### src/rtl/controlador_operacao_pkg.sv
// Shared definitions for the ALU operation selector: code width, controller
// states and the operation codes understood by the ALU and the symbol decoder.
package controlador_operacao_pkg;

    localparam int OP_W = 3;

    typedef enum logic [1:0] {
        IDLE  = 2'd0,
        EDIT  = 2'd1,
        APPLY = 2'd2
    } estado_t;

    localparam logic [OP_W-1:0] OP_ADD = 3'd0;
    localparam logic [OP_W-1:0] OP_SUB = 3'd1;
    localparam logic [OP_W-1:0] OP_AND = 3'd2;
    localparam logic [OP_W-1:0] OP_OR  = 3'd3;
    localparam logic [OP_W-1:0] OP_XOR = 3'd4;
    localparam logic [OP_W-1:0] OP_SHL = 3'd5;
    localparam logic [OP_W-1:0] OP_SHR = 3'd6;
    localparam logic [OP_W-1:0] OP_NOP = 3'd7;

    // Candidate after the current one; wraps 7 -> 0 through natural overflow.
    function automatic logic [OP_W-1:0] next_op(input logic [OP_W-1:0] op);
        return op + OP_W'(1);
    endfunction

endpackage

### src/rtl/debounce_botao.sv
// Push-button debouncer: 2-flop synchronizer, stability counter and a
// single-cycle pulse on each accepted press (stable level going 1 -> 0).
module debounce_botao #(
    parameter int DEBOUNCE_CYCLES = 1000000
) (
    input  logic CLOCK_50,
    input  logic RESET_N,
    input  logic raw_n,
    output logic press_pulse
);

    localparam int CNT_W = (DEBOUNCE_CYCLES > 1) ? $clog2(DEBOUNCE_CYCLES) : 1;
    localparam logic [CNT_W-1:0] CNT_LAST = CNT_W'(DEBOUNCE_CYCLES - 1);

    logic             sync1_reg;
    logic             sync2_reg;
    logic             stable_reg;
    logic             stable_d_reg;
    logic [CNT_W-1:0] cnt_reg;
    logic             pulse_reg;

    // Synchronize, qualify the new level for DEBOUNCE_CYCLES cycles, then flag the press edge.
    always_ff @(posedge CLOCK_50) begin
        if (!RESET_N) begin
            sync1_reg    <= 1'b1;
            sync2_reg    <= 1'b1;
            stable_reg   <= 1'b1;
            stable_d_reg <= 1'b1;
            cnt_reg      <= '0;
            pulse_reg    <= 1'b0;
        end else begin
            sync1_reg    <= raw_n;
            sync2_reg    <= sync1_reg;
            stable_d_reg <= stable_reg;
            pulse_reg    <= stable_d_reg & ~stable_reg;
            if (sync2_reg != stable_reg) begin
                if (cnt_reg == CNT_LAST) begin
                    stable_reg <= sync2_reg;
                    cnt_reg    <= '0;
                end else begin
                    cnt_reg <= cnt_reg + CNT_W'(1);
                end
            end else begin
                // Any bounce back to the accepted level restarts qualification.
                cnt_reg <= '0;
            end
        end
    end

    assign press_pulse = pulse_reg;

endmodule

### src/rtl/controlador_operacao.sv
// ALU operation selector: debounced KEY0 (confirm) / KEY1 (next) drive an
// IDLE/EDIT/APPLY controller; the candidate blinks while edited and reaches
// the ALU only on confirmation. All outputs are registered.
module controlador_operacao
    import controlador_operacao_pkg::*;
#(
    parameter int DEBOUNCE_CYCLES = 1000000,
    parameter int BLINK_CYCLES    = 12500000,
    parameter int TIMEOUT_CYCLES  = 500000000
) (
    input  logic            CLOCK_50,
    input  logic            RESET_N,
    input  logic            KEY0,
    input  logic            KEY1,
    input  logic            SW9,
    output logic [OP_W-1:0] OP_SEL,
    output logic [OP_W-1:0] DISP_SEL,
    output logic            DISP_BLANK,
    output logic            OP_STROBE,
    output logic            EDITING
);

    localparam int TO_W = (TIMEOUT_CYCLES > 1) ? $clog2(TIMEOUT_CYCLES) : 1;
    localparam int BL_W = (BLINK_CYCLES > 1) ? $clog2(BLINK_CYCLES) : 1;
    localparam logic [TO_W-1:0] TO_LAST = TO_W'(TIMEOUT_CYCLES - 1);
    localparam logic [BL_W-1:0] BL_LAST = BL_W'(BLINK_CYCLES - 1);

    // Index 0 = KEY0 (confirm), index 1 = KEY1 (next).
    logic [1:0] keys_n;
    logic [1:0] press_pulse;

    assign keys_n = {KEY1, KEY0};

    generate
        for (genvar gi = 0; gi < 2; gi++) begin : gen_deb
            debounce_botao #(
                .DEBOUNCE_CYCLES(DEBOUNCE_CYCLES)
            ) u_deb (
                .CLOCK_50   (CLOCK_50),
                .RESET_N    (RESET_N),
                .raw_n      (keys_n[gi]),
                .press_pulse(press_pulse[gi])
            );
        end
    endgenerate

    logic            press_conf;
    logic            press_next;

    assign press_conf = press_pulse[0];
    assign press_next = press_pulse[1];

    estado_t         state_reg;
    logic [OP_W-1:0] pending_reg;
    logic [OP_W-1:0] op_sel_reg;
    logic [OP_W-1:0] disp_sel_reg;
    logic            disp_blank_reg;
    logic            op_strobe_reg;
    logic            editing_reg;
    logic [TO_W-1:0] to_cnt_reg;
    logic [BL_W-1:0] bl_cnt_reg;

    // Edit/apply controller with registered outputs, blink and idle-timeout counters.
    always_ff @(posedge CLOCK_50) begin
        if (!RESET_N) begin
            state_reg      <= IDLE;
            pending_reg    <= OP_ADD;
            op_sel_reg     <= OP_ADD;
            disp_sel_reg   <= OP_ADD;
            disp_blank_reg <= 1'b0;
            op_strobe_reg  <= 1'b0;
            editing_reg    <= 1'b0;
            to_cnt_reg     <= '0;
            bl_cnt_reg     <= '0;
        end else begin
            op_strobe_reg <= 1'b0;
            case (state_reg)
                IDLE: begin
                    disp_sel_reg   <= op_sel_reg;
                    disp_blank_reg <= 1'b0;
                    editing_reg    <= 1'b0;
                    if (press_next && !SW9) begin
                        state_reg    <= EDIT;
                        pending_reg  <= next_op(op_sel_reg);
                        disp_sel_reg <= next_op(op_sel_reg);
                        editing_reg  <= 1'b1;
                        to_cnt_reg   <= '0;
                        bl_cnt_reg   <= '0;
                    end
                end
                EDIT: begin
                    // Blink and timeout advance every cycle; exits below override.
                    to_cnt_reg <= to_cnt_reg + TO_W'(1);
                    if (bl_cnt_reg == BL_LAST) begin
                        bl_cnt_reg     <= '0;
                        disp_blank_reg <= ~disp_blank_reg;
                    end else begin
                        bl_cnt_reg <= bl_cnt_reg + BL_W'(1);
                    end
                    if (SW9) begin
                        state_reg      <= IDLE;
                        disp_sel_reg   <= op_sel_reg;
                        disp_blank_reg <= 1'b0;
                        editing_reg    <= 1'b0;
                    end else if (press_conf) begin
                        // Commit lands together with the strobe for the APPLY cycle.
                        state_reg      <= APPLY;
                        op_sel_reg     <= pending_reg;
                        op_strobe_reg  <= 1'b1;
                        disp_sel_reg   <= pending_reg;
                        disp_blank_reg <= 1'b0;
                        editing_reg    <= 1'b0;
                    end else if (press_next) begin
                        pending_reg  <= next_op(pending_reg);
                        disp_sel_reg <= next_op(pending_reg);
                        to_cnt_reg   <= '0;
                    end else if (to_cnt_reg == TO_LAST) begin
                        state_reg      <= IDLE;
                        disp_sel_reg   <= op_sel_reg;
                        disp_blank_reg <= 1'b0;
                        editing_reg    <= 1'b0;
                    end
                end
                APPLY: begin
                    state_reg      <= IDLE;
                    disp_sel_reg   <= op_sel_reg;
                    disp_blank_reg <= 1'b0;
                    editing_reg    <= 1'b0;
                end
                default: begin
                    state_reg      <= IDLE;
                    disp_blank_reg <= 1'b0;
                    editing_reg    <= 1'b0;
                end
            endcase
        end
    end

    assign OP_SEL     = op_sel_reg;
    assign DISP_SEL   = disp_sel_reg;
    assign DISP_BLANK = disp_blank_reg;
    assign OP_STROBE  = op_strobe_reg;
    assign EDITING    = editing_reg;

endmodule

### config.mk
export PLATFORM = sky130hd
export DESIGN_NAME = controlador_operacao
export DESIGN_NICKNAME = d
export VERILOG_FILES = /design/src/rtl/controlador_operacao_pkg.sv /design/src/rtl/debounce_botao.sv /design/src/rtl/controlador_operacao.sv
export SDC_FILE = /design/constraint.sdc
export NUM_CORES = 1
export LEC_CHECK = 0
export CAP_MARGIN = 25
export CORE_UTILIZATION = 50
export CTS_CLUSTER_DIAMETER = 150
export DETAILED_ROUTE_END_ITERATION = 6
export PLACE_DENSITY = 0.71
export SYNTH_ARGS = -nofsm -noshare
export SYNTH_HDL_FRONTEND = slang
export SYNTH_SLANG_ARGS = --single-unit
### constraint.sdc
create_clock -name CLOCK_50 -period 2.4 [get_ports CLOCK_50]
set_clock_uncertainty 0.15 [all_clocks]
set_input_delay 0.48 -clock CLOCK_50 [delete_from_list [all_inputs] [get_ports CLOCK_50]]
set_output_delay 0.48 -clock CLOCK_50 [all_outputs]
set_load 0.01 [all_outputs]
# [After elaboration in Yosys (flattened, before gate mapping)]
# Index checks and enable logic that the tools add are counted.
[op_classes] addsub=6 eq_ne=15 muxes=35 bitwise=10 reduce_logical=17
[op_table] operator="$mux W29" count=4
[op_table] operator="$pmux W29 S2" count=1
[op_table] operator="$mux W24" count=2
[op_table] operator="$pmux W24 S2" count=1
[op_table] operator="$add A20 B1 Y20 const B" count=2
[op_table] operator="$eq A20 B20 Y1 const B" count=2
[op_table] operator="$add A29 B1 Y29 const B" count=1
[op_table] operator="$eq A29 B29 Y1 const B" count=1
[op_table] operator="$mux W3" count=9
[op_table] operator="$add A24 B1 Y24 const B" count=1
[op_table] operator="$eq A24 B24 Y1 const B" count=1
[op_table] operator="$mux W2" count=5
[op_table] operator="$reduce_and A2 Y1" count=5
[op_table] operator="$mux W1" count=9
[op_table] operator="$pmux W3 S3" count=1
[op_table] operator="$reduce_or A3 Y1" count=3
[op_table] operator="$not A1 Y1" count=8
[op_table] operator="$add A3 B1 Y3 const B" count=2
[op_table] operator="$ne A2 B2 Y1 const B" count=3
[op_table] operator="$pmux W3 S2" count=1
[op_table] operator="$reduce_and A3 Y1" count=2
[op_table] operator="$ne A5 B3 Y1 const B" count=1
[op_table] operator="$reduce_and A5 Y1" count=1
[op_table] operator="$ne A4 B3 Y1 const B" count=1
[op_table] operator="other kinds (14)" count=16
[totals] register_bits=117 in_bits=5 output_inout_bits=9

# [Logic depth before layout (Yosys ltp)]
# Gate-level depths: netlist of the first run.
[depth] ltp_word=6 ltp_mapped=10 depth_no_buf=7

# [Hierarchy]
# From an unflattened synthesis of the first run, not the netlist that was laid out.
[unflattened] hier_cells=698 area_unflattened_um2=5864.4
[by_module_without_submodules] mod="controlador_operacao" n_inst=1 cells_each=458 area_per_inst_um2=3712.3 seq_area_each_um2=1341.3
[by_module_without_submodules] mod="debounce_botao at gen_deb[1].u_deb" n_inst=1 cells_each=122 area_per_inst_um2=1087.3 seq_area_each_um2=500.5
[by_module_without_submodules] mod="debounce_botao at gen_deb[0].u_deb" n_inst=1 cells_each=118 area_per_inst_um2=1064.8 seq_area_each_um2=500.5

# [Least setup slack after synthesis of the first run]
# No wires, ideal clock.
[synth_path] path_kind="register -> register" start="register state_reg[1]" end="register to_cnt_reg[15]" setup_ps=61 arrival_time_ps=1887 t_required_ps=2189 path_slack_ps=302 stages_incl_launch_ff=8 path_buffers=1 synth_period_minus_slack_ps=2098 cell_sequence="dfxtp_1 -> inv_1 -> ha_1 -> clkbuf_8 -> o211ai_1 -> nand2_2 -> or4_1 -> nand2_1"
[synth_via] elab_chain_cells=3 elab_cells_between_ends=6
[synth_lines] item="start, declared" line_no="controlador_operacao.sv:53" source="estado_t state_reg;"
[synth_lines] item="start signal, assigned" line_no="controlador_operacao.sv:66" source="state_reg <= IDLE;"
[synth_lines] item="start signal, assigned" line_no="controlador_operacao.sv:83" source="state_reg <= EDIT;"
[synth_lines] item="start signal, assigned" line_no="controlador_operacao.sv:101" source="state_reg <= IDLE;"
[synth_lines] item="$eq A2 B1 Y1 or $logic_not A2 Y1 (tied branches)" line_no="controlador_operacao.sv:77" source="case (state_reg)"
[synth_lines] item="$reduce_bool A2 Y1 (no line) or $ne A2 B2 Y1 (tied branches)"
[synth_lines] item="$reduce_and A2 Y1 (no line)"
[synth_lines] item="end signal, assigned" line_no="controlador_operacao.sv:93" source="to_cnt_reg <= to_cnt_reg + TO_W'(1);"
[synth_lines] item="end, declared" line_no="controlador_operacao.sv:60" source="logic [TO_W-1:0] to_cnt_reg;"
# Several ways; a longest one is shown, not always the timed one.
# A chain may end at the register's enable or synchronous reset.

# [Final worst setup path of the first run]
[layout_path] start="register state_reg[0]" end="register bl_cnt_reg[14]"
[layout_via] elab_chain_cells=3 elab_cells_between_ends=6
[layout_lines] item="$eq A2 B1 Y1 or $logic_not A2 Y1 (tied branches)" line_no="controlador_operacao.sv:77"
[layout_lines] item="$reduce_bool A2 Y1 (no line) or $ne A2 B2 Y1 (tied branches)"
[layout_lines] item="$reduce_and A2 Y1 (no line)"
[layout_lines] item="end signal, assigned" line_no="controlador_operacao.sv:98" source="bl_cnt_reg <= bl_cnt_reg + BL_W'(1);"
[layout_lines] item="end, declared" line_no="controlador_operacao.sv:61" source="logic [BL_W-1:0] bl_cnt_reg;"
# Several ways; a longest one is shown, not always the timed one.

==> impl_summary.log, run 1 <==
INFO  metric timing.final.hold_violations = 0
INFO  metric insertion_delay = 0.41 ns
INFO  metric cts_max_path_buffers = 2
INFO  metric post_dp_cell_area = 6360 sq um
INFO  metric headroom_to_the_max_slew_limit = 61.1%
INFO  metric worst_slew_pin_tran = 0.578 ns
INFO  metric critical_path_peak_fanout = 5
INFO  metric type_of_element_capturing_the_critical_path = flop
INFO  metric core_area = 11400 sq um
INFO  metric tritoncts = built
INFO  metric gp_congestion = 0.874
INFO  metric number_of_flip_flops_and_latches_in_the_synthesized_netlist = 117
INFO  metric critPathBufInv = 2
INFO  metric pre_cts_slack = -0.201 ns
INFO  metric final_critical_path_setup_slack = 0.223 ns
INFO  metric critical_path.startpoint = state_reg[0]$_SDFFE_PN0P_
INFO  metric die-area = 12200 sq um
INFO  metric reg2reg_setup_slack = 0.22 ns
INFO  metric port_buffers = 13
INFO  metric largest_reg_flops = 40
INFO  metric num_antenna_cells = 0
INFO  metric finalWirelength = 13600 microns
INFO  metric fillerInstances = 1012
INFO  metric status = finished, final reports clean
INFO  metric route.antenna.remaining_nets = 0
INFO  metric p_leak = 2.45 nW
INFO  metric dp.final_hpwl = 9500 microns
INFO  metric syn-cell-area = 5860 sq um
INFO  metric total_power = 4.63 mW
INFO  metric number_of_distinct_library_cell_variants_in_the_gate_level_netlist_after_synthesis = 71
INFO  metric floorplan.die.height = 110 microns
INFO  metric finalCoreUtilization = 61.1%
INFO  metric area_overhead_of_the_layout_relative_to_synthesis = 19.2%
INFO  metric yosysWarningCount = 0
INFO  metric remaining_drc_errors = 0
INFO  metric timing.final.max_slew_violations = 0
INFO  metric finalSetupViolations = 0
INFO  metric worst_path_max_delay_cell = a2111oi_2
INFO  metric grt_pass1_wl = 22800 microns
INFO  metric cts.sink_count = 117
INFO  metric cts_made_buffers = 17
INFO  metric start_kind = flop
INFO  metric critPathKind = reg2reg
INFO  metric critical_path.reg2reg.endpoint = bl_cnt_reg[14]$_SDFFE_PN0P_
INFO  metric postLayoutCellArea = 6980 sq um
INFO  metric cts.htree.levels = 4
INFO  metric seq_area_frac_synth = 40.0%
INFO  metric critical-path-top-delay-family = compound AO/OA/AOI/OAI gates
INFO  metric final.period_utilization = 90.7%
INFO  metric synthesis.instances = 691
INFO  metric worst-endpoint-required = 2.55 ns
INFO  metric min_delay_worst_type = reg2reg
INFO  metric layout.nets = 753
INFO  metric maximum_number_of_pins_on_one_net_before_global_route_repair = 21
INFO  metric synth_enable_flop_cells = 0
INFO  metric drt-wirelength-per-cell = 15.2 microns
INFO  metric max_stage_delay = 0.47 ns
INFO  metric final_layout_size_suffix_gt1_share = 12.9%
INFO  metric fp.dieW = 110 microns
INFO  metric timing.critical_path.cells = inv_1 -> ha_1 -> nand2b_1 -> a2111oi_2 -> buf_4 -> nand2b_1 -> xor2_1 -> nor2_1
INFO  metric number_of_global_route_vias_before_repair = 4906
INFO  metric grt_setup_unrepaired = no
INFO  metric postSynth.asyncResetShare = 0%
INFO  metric power-per-cell-area = 663 nW/um^2
INFO  metric path_depth = 8
INFO  metric maxCapViolations = 0
INFO  metric grt_overflow = 0
INFO  metric tmin_final = 2.18 ns
INFO  metric cts.reportedPaths.clkPinSlew = 0.05 ns
INFO  metric worst_ep_arrival_time = 2.33 ns
INFO  metric crit_path_end = bl_cnt_reg[14]$_SDFFE_PN0P_
INFO  metric worst_r2r_startpoint = state_reg[0]$_SDFFE_PN0P_
INFO  metric path_common_cell = nand2b_1
INFO  metric dr.pass1.iters = 5
INFO  metric root_buffer_selected_by_cts = clkbuf_16
INFO  metric seq_area = 2340 sq um
INFO  metric whs = 0.257 ns
INFO  metric top_level_ports = 14
INFO  metric via_count = 5215
INFO  metric peakVddDrop = 0.759 mV
INFO  metric max_freq = 459 MHz
INFO  metric grt_use_total = 24.2%
INFO  metric postSynthNetCount = 706
INFO  metric drt_iter0_markers = 435
INFO  metric initial_util = 51.3%
INFO  metric post_synth.cell_area_avg = 8.48 sq um
INFO  metric synth_top_flop_cell = dfxtp_1
INFO  metric worstHoldStart = gen_deb[1].u_deb.sync1_reg$_SDFF_PN1_
INFO  metric multi_input_comb_area = 3260 sq um
INFO  metric worstRegToRegCells = 8
INFO  metric grt_antenna_before_repair = 0
INFO  metric floorplan.rows = 39
INFO  metric drt-vias-per-instance = 5.84
[layer usage]
| metal | vias to the layer above | GRT usage (%) | share of wire [%] |
|---|---|---|---|
| met3 | 26 | 6.58 | 5.5 |
| met4 | 0 | 9.02 | 1.6 |
| li1 | 2576 | - | - |
| met1 | 2456 | 29.6 | 44 |
| met2 | 157 | 40.6 | 49 |
| met5 | - | 0 | 0 |
[how the worst min path moves through the flow]
stage	end	slack, ns	depth (start not counted)
after floorplan	gen_deb[0].u_deb.sync2_reg$_SDFF_PN1_	0.24	1
after global placement	gen_deb[1].u_deb.sync2_reg$_SDFF_PN1_	0.24	1
after detailed placement	gen_deb[1].u_deb.sync2_reg$_SDFF_PN1_	0.24	1
after CTS	gen_deb[1].u_deb.sync2_reg$_SDFF_PN1_	0.26	1
after global routing	gen_deb[0].u_deb.sync2_reg$_SDFF_PN1_	0.29	1
final	gen_deb[1].u_deb.sync2_reg$_SDFF_PN1_	0.26	1
[Yosys cell counts (6+ instances only)]
library cell / number / area, sq um
dfxtp_1: 117 / 2340
nor2_1: 97 / 364
nand2_1: 56 / 210
nand3_1: 39 / 195
xor2_1: 36 / 315
nand4_1: 29 / 181
xnor2_1: 27 / 236
inv_1: 25 / 93.8
a21oi_1: 21 / 105
o21ai_0: 21 / 105
a31oi_1: 17 / 106
nor3_1: 16 / 80.1
and3_1: 15 / 93.8
clkbuf_1: 13 / 48.8
buf_2: 11 / 55.1
nand2b_1: 11 / 68.8
ha_1: 10 / 125
nor4_1: 10 / 62.6
mux2i_1: 9 / 90.1
nand4b_1: 7 / 61.3
or4_1: 7 / 52.6
and4_1: 6 / 52.6
[per-stage QoR]
stage / setup TNS [ns] / cells
5_1_grt: 0 / 893
4_1_cts: 0 / 893
3_3_place_gp: -0.445 / 862
2_1_floorplan: 0 / 691
3_5_place_dp: -0.677 / 862
6_report: 0 / 893
[placed cells by master, fill, tap and decap left out, drive strengths merged, types with 22 or more instances in the layout]
master / count
nor2: 97
clkbuf: 23
buf: 46
inv: 26
o21ai: 23
nand3: 40
dfxtp: 117
nand4: 30
nand2: 57
a21oi: 22
xor2: 36
xnor2: 27
[where the power goes]
group	internal, mW	total [mW]	switching, mW
Clock	1.73	2.59	0.862
Sequential	1.95	1.96	0.00498
Combinational	0.0308	0.0758	0.0450
[cell families after synthesis]
| group | synth area share, % |
|---|---|
| compound gates | 12.1 |
| xor+xnor | 9.42 |
| fa+ha+maj | 2.14 |
| buf+inv | 4.46 |
| flops | 40.0 |
| mux | 1.54 |
| simple gates | 30.4 |
[layout make-up]
type                            count  area share [%]
Multi-Input combinational cell    517            46.7
Clock buffer                       23            6.99
Sequential cell                   117            33.6
Timing Repair Buffer               59            6.99
Clock inverter                      8            1.76
Inverter                           26            1.40
Tap cell                          143            2.56
[repair_timing]
| action | in CTS | in global routing |
|---|---|---|
| setup endpoints to repair | 0 | 2 |
| hold endpoints to repair | 0 | 0 |
| hold buffers | 0 | 0 |
| gates resized for setup | 0 | 3 |
| setup buffers | 0 | 0 |
Note: power is estimated with default switching activity, not from simulation.
==> inputs of run 2 (changes only) <==
Settings changed: PLACE_DENSITY 0.71 to not set, PLACE_DENSITY_LB_ADDON set to 0.12.
==> run 2 against run 1 <==
Effect of this change:
- global-route usage decreased by 0.24 points
- critical path depth decreased by 2
- routed wire length fell by 0.26%
- fmax decreased by 3.1%
- via count down 2.7%
- register-to-register slack got worse by 0.07 ns
- critical path type unchanged
==> impl_summary.log, run 2 (same netlist as run 1, synthesis figures left out) <==
INFO  metric status = finished, final reports clean
INFO  metric initial_util = 51.3% (unchanged)
INFO  metric dp.final_hpwl = 9480 microns (-0.25%)
INFO  metric grt_antenna_before_repair = 1 (+1)
INFO  metric floorplan.rows = 39 (unchanged)
INFO  metric drt-vias-per-instance = 5.69 (-2.6%)
INFO  metric tritoncts = built
INFO  metric drt-wirelength-per-cell = 15.2 microns (-0.15%)
INFO  metric grt_pass1_wl = 22300 microns (-1.8%)
INFO  metric critical-path-top-delay-family = simple AND/OR/NAND/NOR gates
INFO  metric max_freq = 445 MHz (-3.1%)
INFO  metric gp_congestion = 0.853 (-2.5%)
INFO  metric headroom_to_the_max_slew_limit = 61.0% (-0.093 points)
INFO  metric min_delay_worst_type = reg2reg
INFO  metric area_overhead_of_the_layout_relative_to_synthesis = 19.0%
INFO  metric postCtsHoldBufs = 0 (unchanged)
INFO  metric power-per-cell-area = 668 nW/um^2 (+0.73%)
INFO  metric grt_use_total = 24.0% (-0.24 points)
INFO  metric min_delay_path_depth = 1 (unchanged)
INFO  metric layout_common_cells = dfxtp_1 (117), nor2_1 (97), nand2_1 (56), buf_4 (41), nand3_1 (39)
INFO  metric cells_resized_by_post_cts_repair = 0 (unchanged)
INFO  metric grt_overflow = 0 (unchanged)
INFO  metric cts.sink_count = 117 (unchanged)
INFO  metric start_kind = flop
INFO  metric cts.repair_timing.setup_buffer_count = 0 (unchanged)
INFO  metric cts_max_path_buffers = 2 (unchanged)
INFO  metric max_stage_delay = 0.53 ns (+0.06 ns)
INFO  metric post_dp_cell_area = 6350 sq um (-0.16%)
INFO  metric timing.final.max_slew_violations = 0 (unchanged)
INFO  metric cts_made_buffers = 17 (unchanged)
INFO  metric timing.critical_path.cells = inv_1 -> ha_1 -> nand2b_1 -> and2_1 -> or4_1 -> a31oi_1
INFO  metric remaining_drc_errors = 0 (unchanged)
INFO  metric maximum_number_of_pins_on_one_net_before_global_route_repair = 21 (unchanged)
INFO  metric cts.htree.levels = 4 (unchanged)
INFO  metric p_leak = 2.44 nW (-0.47%)
INFO  metric drt_iter0_markers = 301 (-31%)
INFO  metric number_of_global_route_vias_before_repair = 4784 (-2.5%)
INFO  metric final_critical_path_setup_slack = 0.153 ns (-0.0704 ns)
INFO  metric layout.nets = 750 (-0.40%)
INFO  metric final.period_utilization = 93.6% (+2.9 points)
INFO  metric via_count = 5076 (-2.7%)
INFO  metric critPathKind = reg2reg
INFO  metric core_area = 11400 sq um (unchanged)
INFO  metric worst-endpoint-required = 2.59 ns (+0.04 ns)
INFO  metric critical_path_peak_fanout = 6 (+1)
INFO  metric cts.reportedPaths.clkPinSlew = 0.05 ns (about the same)
INFO  metric fillerInstances = 985 (-2.7%)
INFO  metric finalSetupViolations = 0 (unchanged)
INFO  metric insertion_delay = 0.42 ns (about the same)
INFO  metric port_buffers = 13 (unchanged)
INFO  metric postLayoutCellArea = 6970 sq um (-0.11%)
INFO  metric finalWirelength = 13600 microns (-0.26%)
INFO  metric grt_setup_unrepaired = no
INFO  metric worst_ep_arrival_time = 2.44 ns (+0.11 ns)
INFO  metric mostFrequentLayoutCell = dfxtp_1
INFO  metric die-area = 12200 sq um (unchanged)
INFO  metric root_buffer_selected_by_cts = clkbuf_16
INFO  metric tmin_final = 2.25 ns (+0.0704 ns)
INFO  metric fp.dieW = 110 microns (unchanged)
INFO  metric timing.final.hold_violations = 0 (unchanged)
INFO  metric largest_reg_flops = 40 (unchanged)
INFO  metric worstRegToRegCells = 6 (-2)
INFO  metric dr.pass1.iters = 6 (+1)
INFO  metric worst_path_max_delay_cell = or4_1
INFO  metric pre_cts_slack = -0.0647 ns (+0.137 ns)
INFO  metric route.antenna.remaining_nets = 0 (unchanged)
INFO  metric final_layout_size_suffix_gt1_share = 12.7% (-0.23 points)
INFO  metric floorplan.die.height = 110 microns (unchanged)
INFO  metric path_depth = 6 (-2)
INFO  metric peakVddDrop = 0.662 mV (-13%)
INFO  metric type_of_element_capturing_the_critical_path = flop
INFO  metric critPathBufInv = 1 (-1)
INFO  metric worst_slew_pin_tran = 0.579 ns (+0.00138 ns)
INFO  metric top_level_ports = 14 (unchanged)
INFO  metric maxCapViolations = 0 (unchanged)
run 2: cell types whose count changed in the layout (fill, tap and decap cells not counted):
cell        delta
a2111oi_2      -1
buf_4          -4
buf_12         +1
clkinv_4       +2
nor2_2         -1
a2111oi_0      +1
diode_2        +1
nor2_1         +1
clkinvlp_4     +1
clkbuf_8       -1
clkbuf_1       -2
clkinv_2       +1
run 2: worst paths after layout:
path	from	end	slack, ns
hold reg to reg	gen_deb[0].u_deb.sync1_reg$_SDFF_PN1_	gen_deb[0].u_deb.sync2_reg$_SDFF_PN1_	0.26
setup reg to reg	state_reg[0]$_SDFFE_PN0P_	bl_cnt_reg[9]$_SDFFE_PN0P_	0.15
setup / recovery	state_reg[0]$_SDFFE_PN0P_	bl_cnt_reg[9]$_SDFFE_PN0P_	0.15
hold / removal	gen_deb[0].u_deb.sync1_reg$_SDFF_PN1_	gen_deb[0].u_deb.sync2_reg$_SDFF_PN1_	0.26
run 2: stage by stage:
stage               hold slack [ns]  util, %  total power [mW]  setup TNS (ns)  std cells
finish                        0.258     61.1              4.65               0        892
global route                  0.271     61.0              4.79               0        891
CTS                           0.259     61.0              4.69               0        891
detailed placement            0.244     55.6              2.07          -0.126        859
global placement              0.240     55.6              2.07         -0.0111        859
floorplan                     0.236        -              2.04               0        691
run 2: worst reg2reg max path: cells and delay by family, from the launching register on:
| family | cells | cell delay (ns) |
|---|---|---|
| buf+inv | 1 | 0.09 |
| compound gates | 1 | 0.19 |
| simple gates | 3 | 1.04 |
| fa+ha+maj | 1 | 0.28 |
| flops | 1 | 0.41 |
run 2: final cells by class:
| type | instances | area, sq um | area share [%] |
|---|---|---|---|
| Clock buffer | 20 | 467 | 6.69 |
| Inverter | 26 | 97.6 | 1.40 |
| Timing Repair Buffer | 56 | 478 | 6.85 |
| Clock inverter | 12 | 153 | 2.19 |
| Sequential cell | 117 | 2340 | 33.6 |
| Antenna cell | 1 | 2.50 | 0.0359 |
| Multi-Input combinational cell | 517 | 3250 | 46.7 |
| Tap cell | 143 | 179 | 2.57 |
run 2: report_power, final:
group	switching (mW)	total [mW]	internal, mW
Clock	0.912	2.62	1.71
Sequential	0.00501	1.96	1.95
Combinational	0.0465	0.0782	0.0316
run 2: metal layers:
| metal | routed length (microns) | vias to the layer above | track usage [%] |
|---|---|---|---|
| met5 | 0 | - | 0 |
| met4 | 269 | 0 | 10.1 |
| met3 | 632 | 24 | 6.88 |
| met2 | 6550 | 111 | 40.3 |
| met1 | 6100 | 2384 | 28.5 |
| li1 | - | 2557 | - |
